## config.mk

```make
export PLATFORM = sky130hd
export DESIGN_NAME = mem_port_scheduler
export DESIGN_NICKNAME = d
export VERILOG_FILES = /design/src/rtl/mem_port_scheduler.sv
export SDC_FILE = /design/constraint.sdc
export NUM_CORES = 1
export LEC_CHECK = 0
export CORE_MARGIN = 2
export CORE_UTILIZATION = 42
export DETAILED_ROUTE_END_ITERATION = 7
export GPL_TIMING_DRIVEN = 0
export PLACE_DENSITY_LB_ADDON = 0.1
export SLEW_MARGIN = 20
export SYNTH_ARGS = -nofsm -noshare
export SYNTH_HDL_FRONTEND = slang
export SYNTH_SLANG_ARGS = --single-unit
```

## constraint.sdc

```tcl
create_clock -name clk -period 1.9 [get_ports clk]
set_input_delay 0.38 -clock clk [delete_from_list [all_inputs] [get_ports clk]]
set_output_delay 0.38 -clock clk [all_outputs]
set_load 0.02 [all_outputs]
```

## src/rtl/mem_port_scheduler.sv

```systemverilog
// Shared serial memory port: arbitrates prefetcher / load-store commands onto tx pins
// and routes in-order read responses back using a tag queue of outstanding reads.
//
// state      | meaning
// TX_IDLE    | pins quiet, arbitration (ls priority) each cycle
// TX_HEADER  | CMD_BITS/IO_BITS header cycles, LSB slice first
// TX_ADDR    | PAYLOAD_CYCLES cycles of requester address bits
// TX_WDATA   | PAYLOAD_CYCLES cycles of write data (writes only)
// RX_IDLE    | waiting for a non-zero start cycle on rx pins
// RX_PAYLOAD | PAYLOAD_CYCLES cycles routed by the oldest tag
// RX_DISCARD | unexpected response being skipped
module mem_port_scheduler #(
  parameter int IO_BITS         = 2,
  parameter int PAYLOAD_CYCLES  = 8,
  parameter int CMD_BITS        = 4,
  parameter int MAX_OUTSTANDING = 2
) (
  input  logic                                   clk,
  input  logic                                   reset,
  input  logic                                   pf_cmd_valid,
  input  logic [CMD_BITS-1:0]                    pf_cmd,
  output logic                                   pf_cmd_started,
  input  logic                                   ls_cmd_valid,
  input  logic [CMD_BITS-1:0]                    ls_cmd,
  input  logic                                   ls_is_write,
  output logic                                   ls_cmd_started,
  input  logic [IO_BITS-1:0]                     pf_tx_data,
  input  logic [IO_BITS-1:0]                     ls_tx_data,
  output logic                                   pf_tx_data_next,
  output logic                                   ls_tx_data_next,
  output logic [$clog2(PAYLOAD_CYCLES):0]        tx_counter,
  output logic                                   tx_active,
  output logic                                   tx_done,
  output logic [IO_BITS-1:0]                     tx_pins,
  input  logic [IO_BITS-1:0]                     rx_pins,
  output logic                                   rx_started,
  output logic                                   rx_active,
  output logic [$clog2(PAYLOAD_CYCLES):0]        rx_counter,
  output logic                                   pf_rx_valid,
  output logic                                   ls_rx_valid,
  output logic                                   pf_rx_done,
  output logic                                   ls_rx_done,
  output logic [$clog2(MAX_OUTSTANDING+1)-1:0]   outstanding,
  output logic                                   rx_error
);
  localparam int CNT_W      = $clog2(PAYLOAD_CYCLES) + 1;
  localparam int OUT_W      = $clog2(MAX_OUTSTANDING + 1);
  localparam int HDR_CYCLES = CMD_BITS / IO_BITS;
  localparam logic [CNT_W-1:0] LAST_PAY = CNT_W'(PAYLOAD_CYCLES - 1);
  localparam logic [CNT_W-1:0] LAST_HDR = CNT_W'(HDR_CYCLES - 1);

  typedef enum logic [1:0] {TX_IDLE, TX_HEADER, TX_ADDR, TX_WDATA} tx_state_t;
  typedef enum logic [1:0] {RX_IDLE, RX_PAYLOAD, RX_DISCARD} rx_state_t;

  tx_state_t tx_state, tx_next;
  rx_state_t rx_state, rx_next;

  logic [CMD_BITS-1:0] hdr_q;
  logic [CNT_W-1:0]    tx_cnt, rx_cnt;
  logic                grant_ls, write_q;
  logic                room, ls_elig, pf_elig;
  logic                push, pop, set_err;
  logic [OUT_W-1:0]    push_idx;
  logic                tag_q [MAX_OUTSTANDING];

  assign room     = outstanding < OUT_W'(MAX_OUTSTANDING);
  assign ls_elig  = ls_cmd_valid && (ls_is_write || room);
  assign pf_elig  = pf_cmd_valid && room;
  assign push_idx = outstanding - OUT_W'(pop);

  always_comb begin
    tx_next         = tx_state;
    tx_active       = 1'b0;
    tx_done         = 1'b0;
    tx_pins         = '0;
    tx_counter      = '0;
    pf_cmd_started  = 1'b0;
    ls_cmd_started  = 1'b0;
    pf_tx_data_next = 1'b0;
    ls_tx_data_next = 1'b0;
    push            = 1'b0;
    case (tx_state)
      TX_IDLE:
        if (ls_elig || pf_elig) tx_next = TX_HEADER;
      TX_HEADER: begin
        tx_active = 1'b1;
        tx_pins   = hdr_q[IO_BITS-1:0];
        if (tx_cnt == '0) begin
          ls_cmd_started = grant_ls;
          pf_cmd_started = !grant_ls;
        end
        if (tx_cnt == LAST_HDR) tx_next = TX_ADDR;
      end
      TX_ADDR, TX_WDATA: begin
        tx_active       = 1'b1;
        tx_counter      = tx_cnt;
        tx_pins         = grant_ls ? ls_tx_data : pf_tx_data;
        ls_tx_data_next = grant_ls;
        pf_tx_data_next = !grant_ls;
        if (tx_cnt == LAST_PAY) begin
          if (tx_state == TX_ADDR && write_q) begin
            tx_next = TX_WDATA;
          end else begin
            tx_next = TX_IDLE;
            tx_done = 1'b1;
            push    = !write_q;
          end
        end
      end
      default: tx_next = TX_IDLE;
    endcase
  end

  always_ff @(posedge clk) begin
    if (reset) begin
      tx_state <= TX_IDLE;
      hdr_q    <= '0;
      tx_cnt   <= '0;
      grant_ls <= 1'b0;
      write_q  <= 1'b0;
    end else begin
      tx_state <= tx_next;
      if (tx_state == TX_IDLE) begin
        tx_cnt <= '0;
        if (ls_elig) begin
          hdr_q    <= ls_cmd;
          grant_ls <= 1'b1;
          write_q  <= ls_is_write;
        end else if (pf_elig) begin
          hdr_q    <= pf_cmd;
          grant_ls <= 1'b0;
          write_q  <= 1'b0;
        end
      end else begin
        tx_cnt <= (tx_next != tx_state) ? '0 : tx_cnt + CNT_W'(1);
        if (tx_state == TX_HEADER) hdr_q <= hdr_q >> IO_BITS;
      end
    end
  end

  // Responses come back in issue order, so the head tag always names the owner.
  always_comb begin
    rx_next     = rx_state;
    rx_started  = 1'b0;
    rx_active   = 1'b0;
    rx_counter  = '0;
    pf_rx_valid = 1'b0;
    ls_rx_valid = 1'b0;
    pf_rx_done  = 1'b0;
    ls_rx_done  = 1'b0;
    pop         = 1'b0;
    set_err     = 1'b0;
    case (rx_state)
      RX_IDLE:
        if (rx_pins != '0) begin
          rx_started = 1'b1;
          if (outstanding != '0) begin
            rx_next = RX_PAYLOAD;
          end else begin
            rx_next = RX_DISCARD;
            set_err = 1'b1;
          end
        end
      RX_PAYLOAD: begin
        rx_active   = 1'b1;
        rx_counter  = rx_cnt;
        pf_rx_valid = !tag_q[0];
        ls_rx_valid = tag_q[0];
        if (rx_cnt == LAST_PAY) begin
          pf_rx_done = !tag_q[0];
          ls_rx_done = tag_q[0];
          pop        = 1'b1;
          rx_next    = RX_IDLE;
        end
      end
      RX_DISCARD:
        if (rx_cnt == LAST_PAY) rx_next = RX_IDLE;
      default: rx_next = RX_IDLE;
    endcase
  end

  always_ff @(posedge clk) begin
    if (reset) begin
      rx_state    <= RX_IDLE;
      rx_cnt      <= '0;
      rx_error    <= 1'b0;
      outstanding <= '0;
      for (int i = 0; i < MAX_OUTSTANDING; i++) tag_q[i] <= 1'b0;
    end else begin
      rx_state    <= rx_next;
      rx_cnt      <= (rx_state == RX_IDLE) ? '0 : rx_cnt + CNT_W'(1);
      rx_error    <= rx_error | set_err;
      outstanding <= outstanding + OUT_W'(push) - OUT_W'(pop);
      if (pop)
        for (int i = 0; i < MAX_OUTSTANDING - 1; i++) tag_q[i] <= tag_q[i+1];
      if (push)
        for (int i = 0; i < MAX_OUTSTANDING; i++)
          if (OUT_W'(i) == push_idx) tag_q[i] <= grant_ls;
    end
  end
endmodule

```

Yosys cells after proc, flatten, opt, wreduce, memory -nomap -nowiden
Memory sizes are Yosys's and may differ from the RTL's.
Cells that the tools add are included.
Word-level totals
  register bits: 21
  memory bits (writable): 2
  output and inout port bits: 25
  memories kept: 1
Memory list
  tag_q: words 2, width 1, rd ports 2, clocked after Yosys merged registers in 0, wr ports 2, RTL line 64  | logic tag_q [MAX_OUTSTANDING];
Cells by class
  $add $sub $neg: 5
  $lt $le $gt $ge: 1
  equality and inequality tests: 13
  muxes and demuxes: 63
  bitwise logic cells: 4
  reduce and logical (&&, ||, !) cells: 24
Operators by type and width (count)
  1-bit two-way mux: 46
  4-bit two-way mux: 6
  2-bit two-way mux: 8
  4-bit by 1-bit adder with 4-bit output (second input constant): 2
  4-bit by 3-bit == test with 1-bit output (second input constant): 2
  2-bit one-hot mux with 2 select lines: 2
  2-bit nonzero test: 4
  2-bit == test (second input constant): 3
  2-bit zero test: 3
  2-bit one-hot mux with 3 select lines: 1
  2-bit AND reduction: 3
  2-bit OR reduction: 3
  3-bit OR reduction: 2
  2-bit by 1-bit == test with 1-bit output (second input constant): 2
  4-bit by 1-bit == test with 1-bit output (second input constant): 1
  4-bit zero test: 1
  1-bit OR: 4
  2-bit by 1-bit subtractor with 2-bit output: 2
  1-bit logical AND: 3
  1-bit zero test: 3
  3-bit != test (second input constant): 1
  2-bit by 1-bit adder with 2-bit output: 1
  1-bit by 2-bit == test with 1-bit output (first input constant): 1
  1-bit logical OR: 2
  4 further kinds: 4

Longest topological paths before layout
Gate-level depths: netlist of the first run.
  depth in word-level cells: 10
  gate-level depth with buffers: 8
  depth with buffers taken out: 8

Worst setup path after synthesis of the first run
No wires, ideal clock.
  path type: register to register
  from: reg rx_state[1]
  to: reg outstanding[1]
  arrival: 1863 ps
  data required time: 1829 ps
  setup slack: -34 ps
  stages on the path, launching flop included: 9
  path buffers: 0
  clock period less this slack: 1934 ps
  path through: dfxtp_1 > inv_1 > ha_1 > nand4b_2 > xnor2_1 > ha_1 > xor2_1 > or3_1 > a21oi_1
Between the ends
  cells in the longest elaborated chain, start to end: 3
Ends and longest elaborated chain
  start, declared: RTL line 56  | rx_state_t rx_state, rx_next;
  start signal, assigned: RTL line 190  | rx_state <= rx_next;
  2-bit by 1-bit == test with 1-bit output: RTL line 153  | case (rx_state)
  1-bit two-way mux: RTL line 153
  2-bit by 1-bit subtractor with 2-bit output: RTL line 193  | outstanding <= outstanding + OUT_W'(push) - OUT_W'(pop);
  end signal, assigned: RTL line 193
  end, declared: RTL line 43  | output logic [$clog2(MAX_OUTSTANDING+1)-1:0] outstanding,
No other way between the ends.
A chain may end at the register's enable or synchronous reset.

Final worst setup path of the first run
  from: reg tx_state[1]
  to: out pf_tx_data_next
Between the ends
  cells in the longest elaborated chain, start to end: 3
Ends and longest elaborated chain
  start, declared: RTL line 55  | tx_state_t tx_state, tx_next;
  start signal, assigned: RTL line 122  | tx_state <= tx_next;
  2-bit == test: RTL line 82  | case (tx_state)
  2-bit OR reduction *: RTL line 82
  1-bit two-way mux *: RTL line 82
  end, declared: RTL line 29  | output logic pf_tx_data_next,
Mark *: on every way between the ends. The rest lies on a longest branch, timed or not.

==> results of run 1 <==
layout by cell type, fill, tap and decap left out, types with 3 or more instances in the layout:
cell type	synthesis	layout
nor3_1	5	5
clkbuf_4	0	4
xnor2_1	3	3
o21ai_0	9	9
clkdlybuf4s15_2	0	3
and3_1	5	5
nand2_1	13	13
clkbuf_2	0	6
nor2b_1	5	5
a21oi_1	7	6
buf_4	1	3
dlygate4sd2_1	0	8
ha_1	7	3
nor2_1	9	7
dfxtp_2	0	7
buf_2	1	5
xor2_1	3	3
dfxtp_1	21	12
clkbuf_1	6	4
and2_1	11	11
inv_1	10	9
clkdlybuf4s50_1	0	20
nand3_1	6	6
power groups by stage:
stage	Sequential, uW	Clock (uW)	Combinational, uW
floorplan	548	0	166
global placement	549	0	274
detailed placement	550	0	280
CTS	549	228	269
global route	556	247	299
finish	551	218	268
state kept, by name (all words and copies together) (netlist names):
name         count
outstanding      2
write_q          1
rx_state         2
tx_cnt           4
tx_state         2
hdr_q            4
rx_cnt           4
tag_q            2
rx_error         1
grant_ls         1
worst min-delay path by stage:
stage                             from        end  slack (ps)  cells after the start
final                     ls_cmd_valid   grant_ls         450                      3
after global routing         rx_cnt[0]  rx_cnt[0]         470                      1
after CTS                 ls_cmd_valid   grant_ls         430                      3
after detailed placement      hdr_q[0]   hdr_q[0]         470                      2
after global placement        hdr_q[3]   hdr_q[3]         460                      2
after floorplan               hdr_q[3]   hdr_q[3]         440                      2
worst max-delay path, stage by stage, from the launching register on:
cell and delay [ps]:
dfxtp_2 400, buf_6 150, clkbuf_4 180, nor2b_1 140, clkdlybuf4s15_2 260
what timing repair did:
| item | in CTS | in global routing |
|---|---|---|
| pin swaps | 1 | 0 |
| buffers inserted | 1 | 0 |
| gates resized for setup | 67 | 23 |
| endpoints found under the setup margin | 23 | 17 |
| hold buffers | 0 | 0 |
kinds of logic (layout without fill, tap and decap cells):
kind of cell | after synthesis | after routing | share of synthesized area
flip-flops | 23 | 23 | 0.3351
multiplexers | 5 | 5 | 0.03752
AO/OA/AOI/OAI | 35 | 35 | 0.1719
adder cells (fa/ha/maj) | 7 | 7 | 0.06108
AND/OR/NAND/NOR | 73 | 73 | 0.3072
XOR/XNOR | 6 | 6 | 0.03666
buffers and inverters | 18 | 64 | 0.05061
cell type report:
type                    instances  area [sq um]  area share
flip-flops and latches         23         496.7      0.2521
multi-input cells             126         940.9      0.4775
repair buffers                 43         366.6      0.1860
well taps                      46         57.56     0.02921
clock buffers                   4         26.28     0.01333
plain buffers                   7         45.04     0.02286
inverters                      10         37.54     0.01905
cells in the mapped netlist (2+ instances only):
library cell / n / area, sq um
or2_1: 2 / 12.51
and2_1: 11 / 68.82
xnor2_1: 3 / 26.28
ha_1: 7 / 87.58
dfxtp_1: 21 / 420.4
nor2b_1: 5 / 31.28
mux2_2: 2 / 22.52
a21boi_0: 2 / 15.01
clkbuf_1: 6 / 22.52
o211ai_1: 2 / 15.01
xor2_1: 3 / 26.28
a221oi_1: 2 / 17.52
o21ai_0: 9 / 45.04
and3_1: 5 / 31.28
a211oi_1: 2 / 15.01
nand3_1: 6 / 30.03
edfxtp_1: 2 / 60.06
nor3b_1: 2 / 15.01
nand2_1: 13 / 48.80
nor2_1: 9 / 33.78
a21oi_1: 7 / 35.03
nor4_1: 2 / 12.51
nand3b_1: 2 / 15.01
mux2i_1: 2 / 20.02
o32ai_1: 2 / 17.52
inv_1: 10 / 37.54
nor3_1: 5 / 25.02
routing by layer:
layer  share of wire  wire (um)
met1            0.47       1597
met5               0          0
met3           0.051        175
met4          0.0044         15
met2            0.48       1643
metrics by stage:
stage | total power (uW) | area, sq um | instances | setup TNS (ps) | util
after floorplan | 714.4 | 1436 | 167 | 0 | -
after global placement | 822.3 | 1914 | 255 | -2750 | 0.5782
after detailed placement | 829.5 | 1914 | 255 | -3179 | 0.5782
after CTS | 1047 | 1994 | 259 | -59.31 | 0.6024
after global routing | 1102 | 1971 | 259 | -77.90 | 0.5952
final | 1038 | 1971 | 259 | 0 | 0.5952
==> flow_summary.ini, run 1 <==
[status]
outcome = finished, final reports clean

[run]
cap_violations = 0

[setup_path]
criticalPathCategory = register to primary output
cp_max_fo = 10
start_kind = register
reg2reg_to = outstanding[1]
reg2regPathDepth = 7
crit_arrival_ps = 1430
r2r_start = rx_cnt[1]
crit_end = pf_tx_data_next
end_kind = primary output
reg2reg_setup_slack_ps = 90
critPathLaunch = tx_state[1]
cp.required_ps = 1520

[floorplanning]
die_x_um = 62.43
dieArea_sq_um = 3898
start_util = 0.4331
rows = 21
ioPinCount = 44
coreArea_sq_um = 3311
die_h_um = 62.43

[drt]
drtPass1Iterations = 4
drc = 0
drt-wirelength-per-cell_um = 13.25
route.vias.total = 1353
wl_um = 3432
drtIter0Drc = 53
drt-vias-per-instance = 5.224
antenna_left = 0

[timing]
hold_slack_ps = 445.8
maxSlewHeadroom = 0.6398
finClkSkew_ps = 3.363
fin_ws_ps = 86.66
drv_slew = 0
worst_pin_slew_ps = 540.3
fin_crit_sh = 0.9544
rsz0062_at_grt = true
finalCriticalPeriod_ps = 1813
final_hold_viol_count = 0
fmax_mhz = 551.5
setup_viol = 0

[clock_network]
root_buffer = clkbuf_4
cts_buffer_depth = 2
cts_made_buffers = 3
insertion_delay_ps = 300
htree_levels = 1
clkTransAtPathRegs_ps = 120
cts_num_sinks = 23
cts_tree = done

[logic_synthesis]
synth_ff_type = dfxtp_1
synth.distinct_cells = 50
syn_inst = 167
synthArstFlopShare = 0
syn_area_per_cell_sq_um = 8.586
netlist_area_sq_um = 1434
synth-seq-cells = 23
syn_nets = 193
yosys_warnings = 0
synth_edf_count = 2
seq_area_frac_synth = 0.3351

[power]
switching_share = 0.2960
p_seq_frac = 0.531
p_clk_frac = 0.210
p_comb_frac = 0.259
p_per_area_nw_per_um2 = 526.5
switching_power_uw = 307.1
ir_drop_uv = 502.5
leakagePower_uw = 0.0008786
internal-power_uw = 730.4

[global_routing]
use_met2 = 0.3360
use_met1 = 0.2418
use_met3 = 0.04324
gr-total-overflow = 0
grt_busiest_layer = met2
antenna_found_initial = 0
track_usage = 0.1911
grt_max_degree = 13
grt_pass1_wl_um = 6168
grt_pass1_vias = 1377

[finish]
fillCellCount = 341
areaGrowthSynthToFinish_pct = 37.43
fin_nets = 240
diodes = 0
drive_gt1_frac = 0.2441

[placement]
numPortBuffers = 42
pre_cts_ws_ps = -342.9
place_hpwl_um = 2591
gp_congestion = 0.8063

[hold_path]
hold_path.class = input pin to register
Power figures use the tool's default switching activity.
==> run 2: changes to the inputs <==
Settings changed: CAP_MARGIN from default to 20, CTS_CLUSTER_DIAMETER from default to 40.
==> results of run 2 <==
No change in the layout: final DEF, timing and power equal those of run 1.
